### src/rtl/dual_port_sram_be_if.sv
// Bus bundle for dual_port_sram_be: write port, read port and init status.
// master drives requests; slave (the SRAM) returns rd_data/rd_valid/init_done.
interface dual_port_sram_be_if #(
   parameter int WIDTH      = 32,
   parameter int ADDR_WIDTH = 4,
   parameter int NUM_BYTES  = 4
);
   logic                  wr_en;
   logic [ADDR_WIDTH-1:0] wr_addr;
   logic [WIDTH-1:0]      wr_data;
   logic [NUM_BYTES-1:0]  wr_byte_en;
   logic                  rd_en;
   logic [ADDR_WIDTH-1:0] rd_addr;
   logic [WIDTH-1:0]      rd_data;
   logic                  rd_valid;
   logic                  init_done;

   modport master (
      output wr_en, wr_addr, wr_data, wr_byte_en,
      output rd_en, rd_addr,
      input  rd_data, rd_valid, init_done
   );

   modport slave (
      input  wr_en, wr_addr, wr_data, wr_byte_en,
      input  rd_en, rd_addr,
      output rd_data, rd_valid, init_done
   );
endinterface

### src/rtl/dual_port_sram_be.sv
// Simple dual-port SRAM: byte-enabled write port, 1/2-cycle read port,
// selectable collision policy, optional post-reset clear. Ports: clk, rst_n, bus.
module dual_port_sram_be #(
   parameter int WIDTH          = 32,
   parameter int DEPTH          = 16,
   parameter int ADDR_WIDTH     = $clog2(DEPTH),
   parameter int BYTE_WIDTH     = 8,
   parameter int READ_LATENCY   = 1,
   parameter bit WRITE_FIRST    = 1'b0,
   parameter bit CLEAR_ON_RESET = 1'b1
) (
   input logic               clk,
   input logic               rst_n,
   dual_port_sram_be_if.slave bus
);
   localparam int NUM_BYTES = WIDTH / BYTE_WIDTH;
   localparam logic [ADDR_WIDTH:0] DEPTH_W = (ADDR_WIDTH + 1)'(DEPTH);
   localparam logic [ADDR_WIDTH-1:0] LAST = ADDR_WIDTH'(DEPTH - 1);

   typedef enum logic {CLEAR, READY} state_t;

   state_t                state, state_nxt;
   logic [ADDR_WIDTH-1:0] cnt, cnt_nxt;
   logic                  clr_we;

   logic [WIDTH-1:0]      mem [DEPTH];

   logic                  init_done;
   logic                  wr_ok, rd_ok, rd_in, collide;
   logic [WIDTH-1:0]      old_word, rd_word;

   always_ff @(posedge clk or negedge rst_n) begin
      if (!rst_n) begin
         state <= CLEAR_ON_RESET ? CLEAR : READY;
         cnt   <= '0;
      end else begin
         state <= state_nxt;
         cnt   <= cnt_nxt;
      end
   end

   always_comb begin
      state_nxt = state;
      cnt_nxt   = cnt;
      clr_we    = 1'b0;
      unique case (state)
         CLEAR: begin
            clr_we  = 1'b1;
            cnt_nxt = cnt + 1'b1;
            if (cnt == LAST) begin
               state_nxt = READY;
               cnt_nxt   = '0;
            end
         end
         READY: ;
         default: state_nxt = CLEAR;
      endcase
   end

   assign init_done     = (state == READY);
   assign bus.init_done = init_done;

   assign wr_ok = init_done && bus.wr_en &&
                  ({1'b0, bus.wr_addr} < DEPTH_W);
   assign rd_ok = init_done && bus.rd_en;
   assign rd_in = ({1'b0, bus.rd_addr} < DEPTH_W);

   // Writes land via NBA, so a same-edge read of mem sees the old word.
   always_ff @(posedge clk) begin
      if (clr_we) begin
         mem[cnt] <= '0;
      end else if (wr_ok) begin
         for (int i = 0; i < NUM_BYTES; i++) begin
            if (bus.wr_byte_en[i])
               mem[bus.wr_addr][i*BYTE_WIDTH +: BYTE_WIDTH] <=
                  bus.wr_data[i*BYTE_WIDTH +: BYTE_WIDTH];
         end
      end
   end

   assign old_word = rd_in ? mem[bus.rd_addr] : '0;
   assign collide  = WRITE_FIRST && wr_ok && rd_in &&
                     (bus.rd_addr == bus.wr_addr);

   // Write-first forwarding merges only the enabled lanes.
   always_comb begin
      rd_word = old_word;
      if (collide) begin
         for (int i = 0; i < NUM_BYTES; i++) begin
            if (bus.wr_byte_en[i])
               rd_word[i*BYTE_WIDTH +: BYTE_WIDTH] =
                  bus.wr_data[i*BYTE_WIDTH +: BYTE_WIDTH];
         end
      end
   end

   logic             s1_v;
   logic [WIDTH-1:0] s1_d;

   always_ff @(posedge clk or negedge rst_n) begin
      if (!rst_n) begin
         s1_v <= 1'b0;
         s1_d <= '0;
      end else begin
         s1_v <= rd_ok;
         if (rd_ok)
            s1_d <= rd_word;
      end
   end

   generate
      if (READ_LATENCY == 1) begin : g_lat1
         assign bus.rd_valid = s1_v;
         assign bus.rd_data  = s1_d;
      end else begin : g_lat2
         logic             s2_v;
         logic [WIDTH-1:0] s2_d;

         always_ff @(posedge clk or negedge rst_n) begin
            if (!rst_n) begin
               s2_v <= 1'b0;
               s2_d <= '0;
            end else begin
               s2_v <= s1_v;
               if (s1_v)
                  s2_d <= s1_d;
            end
         end

         assign bus.rd_valid = s2_v;
         assign bus.rd_data  = s2_d;
      end
   endgenerate
endmodule

### src/flat_wrapper.sv
// flat-port wrapper written by rule: the top's interface ports become plain ports
module dual_port_sram_be_flat 
#(
   parameter int WIDTH          = 32,
   parameter int DEPTH          = 16,
   parameter int ADDR_WIDTH     = $clog2(DEPTH),
   parameter int BYTE_WIDTH     = 8,
   parameter int READ_LATENCY   = 1,
   parameter bit WRITE_FIRST    = 1'b0,
   parameter bit CLEAR_ON_RESET = 1'b1
)
  (clk, rst_n, bus_wr_en, bus_wr_addr, bus_wr_data, bus_wr_byte_en, bus_rd_en, bus_rd_addr, bus_rd_data, bus_rd_valid, bus_init_done);
  dual_port_sram_be_if #(.WIDTH(WIDTH), .ADDR_WIDTH(ADDR_WIDTH), .NUM_BYTES(4)) bus_i ();
  input logic clk;
  input logic rst_n;
  input wire logic [$bits(bus_i.wr_en)-1:0] bus_wr_en;
  input wire logic [$bits(bus_i.wr_addr)-1:0] bus_wr_addr;
  input wire logic [$bits(bus_i.wr_data)-1:0] bus_wr_data;
  input wire logic [$bits(bus_i.wr_byte_en)-1:0] bus_wr_byte_en;
  input wire logic [$bits(bus_i.rd_en)-1:0] bus_rd_en;
  input wire logic [$bits(bus_i.rd_addr)-1:0] bus_rd_addr;
  output wire logic [$bits(bus_i.rd_data)-1:0] bus_rd_data;
  output wire logic [$bits(bus_i.rd_valid)-1:0] bus_rd_valid;
  output wire logic [$bits(bus_i.init_done)-1:0] bus_init_done;
  assign bus_i.wr_en = bus_wr_en;
  assign bus_i.wr_addr = bus_wr_addr;
  assign bus_i.wr_data = bus_wr_data;
  assign bus_i.wr_byte_en = bus_wr_byte_en;
  assign bus_i.rd_en = bus_rd_en;
  assign bus_i.rd_addr = bus_rd_addr;
  assign bus_rd_data = bus_i.rd_data;
  assign bus_rd_valid = bus_i.rd_valid;
  assign bus_init_done = bus_i.init_done;
  dual_port_sram_be #(.WIDTH(WIDTH), .DEPTH(DEPTH), .ADDR_WIDTH(ADDR_WIDTH), .BYTE_WIDTH(BYTE_WIDTH), .READ_LATENCY(READ_LATENCY), .WRITE_FIRST(WRITE_FIRST), .CLEAR_ON_RESET(CLEAR_ON_RESET)) u_core (.clk(clk), .rst_n(rst_n), .bus(bus_i));
endmodule
### config.mk
export PLATFORM = sky130hd
export DESIGN_NAME = dual_port_sram_be_flat
export DESIGN_NICKNAME = d
export VERILOG_FILES = /design/src/rtl/dual_port_sram_be_if.sv /design/src/rtl/dual_port_sram_be.sv /design/src/flat_wrapper.sv
export SDC_FILE = /design/constraint.sdc
export NUM_CORES = 1
export LEC_CHECK = 0
export ABC_AREA = 1
export BUFFER_PORTS_ARGS = -buffer_cell sky130_fd_sc_hd__buf_2
export CAP_MARGIN = 20
export CORE_AREA = 2 2 305 156
export CTS_BUF_LIST = sky130_fd_sc_hd__clkbuf_8
export DETAILED_ROUTE_END_ITERATION = 12
export DIE_AREA = 0 0 307 158
export PLACE_DENSITY = 0.66
export SETUP_SLACK_MARGIN = 0.05
export SYNTH_ARGS = -nofsm -noshare
export SYNTH_HDL_FRONTEND = slang
export SYNTH_SLANG_ARGS = --single-unit
export TNS_END_PERCENT = 1
### constraint.sdc
create_clock -name clk -period 2.4 [get_ports clk]
set_input_delay 0.6 -clock clk [delete_from_list [all_inputs] [get_ports clk]]
set_output_delay 0.6 -clock clk [all_outputs]
set_load 0.02 [all_outputs]
# [Word level (Yosys, flattened, before mapping)]
# Memories as Yosys holds them, arrays and structs flattened. A register that Yosys moved wholly into a read port is not among the register bits.
# Cells that the tools add are included.
[word_totals] ff_bits=6 ram_bits=512 in_bits=48 output_inout_bits=34 wordCells=33 mem_count=1
[op_classes] add_sub_neg=1 eq_ne=1 mux=23 reduce_logical=4
[mem_list] name="u_core.mem" words=16 word_bits=32 rd=1 rd_ports_with_merged_regs=1 wr=1 line="dual_port_sram_be.sv:26" text="logic [WIDTH-1:0] mem [DEPTH];"
[ops] op="$mux 32" count=1
[ops] op="$reduce_or 32->1" count=1
[ops] op="$mux 1" count=19
[ops] op="$mux 4" count=3
[ops] op="$add 4x1->4 const B" count=1
[ops] op="$eq 4x4->1 const B" count=1
[ops] op="$logic_and 1x1->1" count=2
[ops] op="$logic_not 1->1" count=1

# [Logic depth before layout (Yosys ltp)]
[logic_depth] word_depth=6 depth_mapped=12

# [Worst setup path before layout]
# Ideal clock, no wire load.
[synth_timing] path_kind="input -> register" from="in bus_wr_byte_en[1]" to="mem u_core.mem[10][0], enable pin" setup_ns=0.370 arrival_time_ns=1.784 required_ns=2.030 slack_ns=0.246 cell_stages=7 cell_sequence="o21ai_4 > nand2_4 > nand2_1 > nand2_1 > nor2_2 > nand2_2 > nor2_1"
[synth_between] elab_chain_cells=6
[synth_rtl] element="from (decl)" line="flat_wrapper.sv:19" text="input wire logic [$bits(bus_i.wr_byte_en)-1:0] bus_wr_byte_en;"
[synth_rtl] element="$mux 1 (*)" line="dual_port_sram_be.sv:74" text="if (bus.wr_byte_en[i])"
[synth_rtl] element="$mux 1 (*)" line="dual_port_sram_be.sv:72" text="end else if (wr_ok) begin"
[synth_rtl] element="$mux 1 (*)" line="dual_port_sram_be.sv:70" text="if (clr_we) begin"
[synth_rtl] element="$mux 1 (not written as such) (*)" line="dual_port_sram_be.sv:75" text="mem[bus.wr_addr][i*BYTE_WIDTH +: BYTE_WIDTH] <="
[synth_rtl] element="$reduce_or 32->1 (no source line) (*)"
[synth_rtl] element="$mux 4 (no source line)"
[synth_rtl] element="to (decl)" line="dual_port_sram_be.sv:26"
# Every way passes the cells marked *; elsewhere a longest branch is shown, timed or not.

# [Worst setup path after layout]
[layout_timing] from="reg u_core.state, in the netlist u_core.bus.init_done" to="mem u_core.mem[10][18], enable pin"
[layout_between] elab_chain_cells=6
[layout_rtl] element="from (decl)" line="dual_port_sram_be.sv:22" text="state_t state, state_nxt;"
[layout_rtl] element="from (signal assigned)" line="dual_port_sram_be.sv:34" text="state <= CLEAR_ON_RESET ? CLEAR : READY;"
[layout_rtl] element="from (signal assigned)" line="dual_port_sram_be.sv:37" text="state <= state_nxt;"
[layout_rtl] element="$logic_and 1x1->1" line="dual_port_sram_be.sv:63" text="assign wr_ok = init_done && bus.wr_en &&"
[layout_rtl] element="$mux 1" line="dual_port_sram_be.sv:72"
[layout_rtl] element="$mux 1" line="dual_port_sram_be.sv:70"
[layout_rtl] element="$mux 1 (not written as such)" line="dual_port_sram_be.sv:75"
[layout_rtl] element="$reduce_or 32->1 (no source line)"
[layout_rtl] element="$mux 4 (no source line)"
# Parallel ways exist; a longest one is shown, timed or not.

==> results.txt <==
Result of the run -> finished, final reports clean
Least-Margin Pin Slew -> 0.615 ns
Cell taking the most area after synthesis -> edfxtp_1
Final critical delay including setup and external delays -> 2.24 ns
GRT Residual Overflow -> 0
Synth Net Count -> 2083
Worst stage delay on the critical path -> 0.43 ns
Final count of negative-setup-slack endpoints -> 0
Clk Latency, worst-skew pair -> 0.67 ns
Port-buffer cells -> 81
DIE WIDTH -> 307 µm
Proportion of power drawn by flip-flops and latches -> 0.547
Clock tree from TritonCTS -> built
Height of the chip -> 158 µm
Routed WL -> 62300 µm
Worst slew margin -> 0.590
Area share of the leading cell type in the synthesized netlist -> 0.678
CTS H-tree lvls -> 3
Number of top-level pins -> 82
Crit start category -> flop
Starting utilization of the core area -> 0.492
Detail Route Antenna Nets -> 0
Number of cells on the worst reg-to-reg path -> 10
Pin count of the biggest net entering global routing -> 81
Hold path startpoint -> bus_wr_data[17]
End of the worst hold path -> u_core.mem[15][17]
Synthesis-stage register bit count -> 550
Number of fillers in the final layout -> 3797
Total power -> 19.5 mW
Count of buffers added by post-CTS timing repair for setup -> 0
Reg2Reg Launch Point -> u_core.bus.init_done
Maximum fanout along the worst path -> 8
Unrepaired setup endpoints after global routing -> true
Endpoints failing hold -> 0
Top delay family on crit path -> simple AND/OR/NAND/NOR gates
Crit Reg-Reg Endpoint -> u_core.mem[10][18]
Final net count -> 2260
Root buffer selected by CTS -> clkbuf_8
Number of violations reported at the end of detailed-routing iteration 0 -> 2030
Setup slack, reg-to-reg -> 0.16 ns
Antenna violations before repair -> 0
Number of max-slew violations in the final report -> 0
# resized after CTS -> 0
Fraction of final layout cells sized beyond drive strength 1 -> 0.156
Syn Inst Count -> 2034
Portion of the clock cycle consumed by the worst path in the final layout -> 0.933
Residual DRC -> 0
Comb power frac -> 0.090
Critical path, cell by cell -> nand2_1 > inv_2 > o21ai_4 > buf_4 > nand3_1 > nand2_2 > nor2_2 > nand2_2 > nor2_1 > buf_4
Via count of the first global-routing pass -> 15183
TritonCTS Sinks -> 550
Most used standard cell by instance count after synthesis -> nand2_1
Full die area -> 48500 µm²
Overall fraction of global-route tracks in use -> 0.260
NetSw -> 4.90 mW
Buffer and inverter count on the worst path -> 3
Utilization after layout -> 0.564
Leakage power summed over all cells -> 10.6 nW
Area Growth Syn to Fin -> 14.6%
Clk pin slew, worst setup/hold paths -> 0.06 ns
Count of cell types in the netlist -> 21
Worst EP required -> 2.74 ns
Number of vias after detailed routing -> 16060
Average cell area after synthesis -> 11.2 µm²
Routed length per instance -> 21.6 µm
Leading cell types by total area after synthesis -> edfxtp_1 68%, nand2_1 13%, nand3_1 8.7%, dfrtp_1 4.2%, nor2_1 1.6%
Async set-reset flop share out of synthesis -> 0.0691
Hold path cells -> 4
GP Congestion -> 0.891
Internal power -> 14.6 mW
Global-route wire length before repair -> 92100 µm
Warning count from the yosys run -> 0
Standard cell core area -> 46100 µm²
Number of core rows -> 56
Clk pwr share -> 0.362
Power density over the cells -> 752 nW/µm²
Commonest cells in the netlist -> 784 x nand2_1, 512 x edfxtp_1, 393 x nand3_1, 96 x nor2_1
Detailed-route vias per instance -> 5.57
Post-synth design cell area -> 22700 µm²
Worst IR drop on VDD -> 0.000383 V
Maximum clock insertion buffer count -> 3
Number of enable-type register cells in the synthesized netlist -> 512
Fmax -> 446 MHz
Part of the Yosys area used for sequential elements -> 0.720
Hold WC Path Type -> input pin to flop
Max-cap viol count -> 0
Switching portion of total power -> 0.251
Cell at the slowest stage of the critical path -> dfrtp_1
Arrival time reported for the critical path endpoint -> 2.58 ns
Number of optimization iterations in the first detailed-route pass -> 8
HPWL reported at the end of detailed placement -> 39900 µm
Number of CTS-inserted buffers -> 76
Synth Flop Type -> edfxtp_1
Type of the worst setup path -> flop to flop
Post-route clock skew -> 0.0401 ns
Critical Path End Type -> flop
power groups by stage:
stage / sequential, mW / combinational (mW) / clock, mW
after global routing: 10.7 / 1.91 / 7.61
after detailed placement: 10.9 / 1.75 / 0
after floorplan: 11.0 / 0.870 / 0
after global placement: 10.9 / 1.71 / 0
final: 10.7 / 1.77 / 7.08
after CTS: 10.7 / 1.75 / 7.19
kinds of logic (layout without fill, tap and decap cells):
logic type | Yosys count | in the layout | share of synthesized area
other | 0 | 1 | 0
buffers and inverters | 165 | 404 | 0.0340
DFF | 550 | 550 | 0.720
AOI/OAI and AO/OA | 9 | 9 | 0.00298
and+or+nand+nor | 1309 | 1309 | 0.243
adders and majority gates | 1 | 1 | 0.000552
tightest hold or removal path, delay by kind of cell:
family | cells | cell delay (ns)
buf+inv | 3 | 0.28
simple gates | 1 | 0.06
how the worst max path moves through the flow:
stage | startpoint | to | slack [ns] | depth (start not counted)
finish | u_core.bus.init_done | u_core.mem[10][18] | 0.16 | 10
global route | u_core.bus.init_done | u_core.mem[4][19] | 0.02 | 10
CTS | u_core.bus.init_done | u_core.mem[1][16] | 0.19 | 10
detailed placement | bus_wr_byte_en[2] | u_core.mem[4][18] | -0.08 | 9
global placement | bus_wr_byte_en[2] | u_core.mem[4][19] | -0.03 | 9
floorplan | bus_wr_byte_en[1] | u_core.mem[10][0] | 0.25 | 7
final cells by class:
type                            count  area [µm²]  share of cell area
Multi-Input combinational cell   1319        5580               0.215
Clock inverter                     54         283              0.0109
Tap cell                          609         762              0.0293
Timing Repair Buffer              217        1670              0.0641
Clock buffer                       86        1180              0.0455
Antenna cell                        1        2.50           0.0000963
Inverter                           47         184             0.00708
Sequential cell                   550       16300               0.628
flip-flops by register name, indices dropped and copies added (netlist names):
signal and cells:
u_core.cnt 4, u_core.bus.rd_valid 1, u_core.mem 512, u_core.bus.init_done 1, u_core.bus.rd_data 32
cell usage in the layout, fill, tap and decap left out, types with 3 or more instances in the layout:
master and n:
nor2_1 96, clkinv_1 11, nor2_2 8, nand2_2 24
clkinv_2 8, inv_1 72, nand2_1 784, o21ai_0 3
inv_6 3, clkbuf_8 87, nand3_1 393, buf_4 118
buf_2 79, dfrtp_1 38, buf_12 18, a21oi_1 4
edfxtp_1 512
routing by layer:
| layer | track usage | vias up | wire length, µm |
|---|---|---|---|
| li1 | - | 7306 | - |
| met1 | 0.383 | 7799 | 27900 |
| met2 | 0.369 | 838 | 25800 |
| met3 | 0.0882 | 117 | 7160 |
| met4 | 0.0713 | 0 | 1460 |
| met5 | 0 | - | 0 |
timing repair:
item                                    4_1_cts  5_1_grt
hold endpoints to repair                     17        0
endpoints found under the setup margin        0       56
hold buffers                                  1        0
metrics by stage:
stage | instances | hold slack (ns) | setup slack, ns | TNS [ns] | area (µm²)
global route | 2882 | 0.449 | 0.0206 | 0 | 26000
finish | 2883 | 0.468 | 0.160 | 0 | 26000
floorplan | 2034 | 0.304 | 0.246 | 0 | 22700
CTS | 2882 | 0.433 | 0.190 | 0 | 26000
global placement | 2741 | 0.459 | -0.0282 | -0.805 | 24500
detailed placement | 2741 | 0.461 | -0.0831 | -16.54 | 24500
Power figures use the tool's default switching activity.
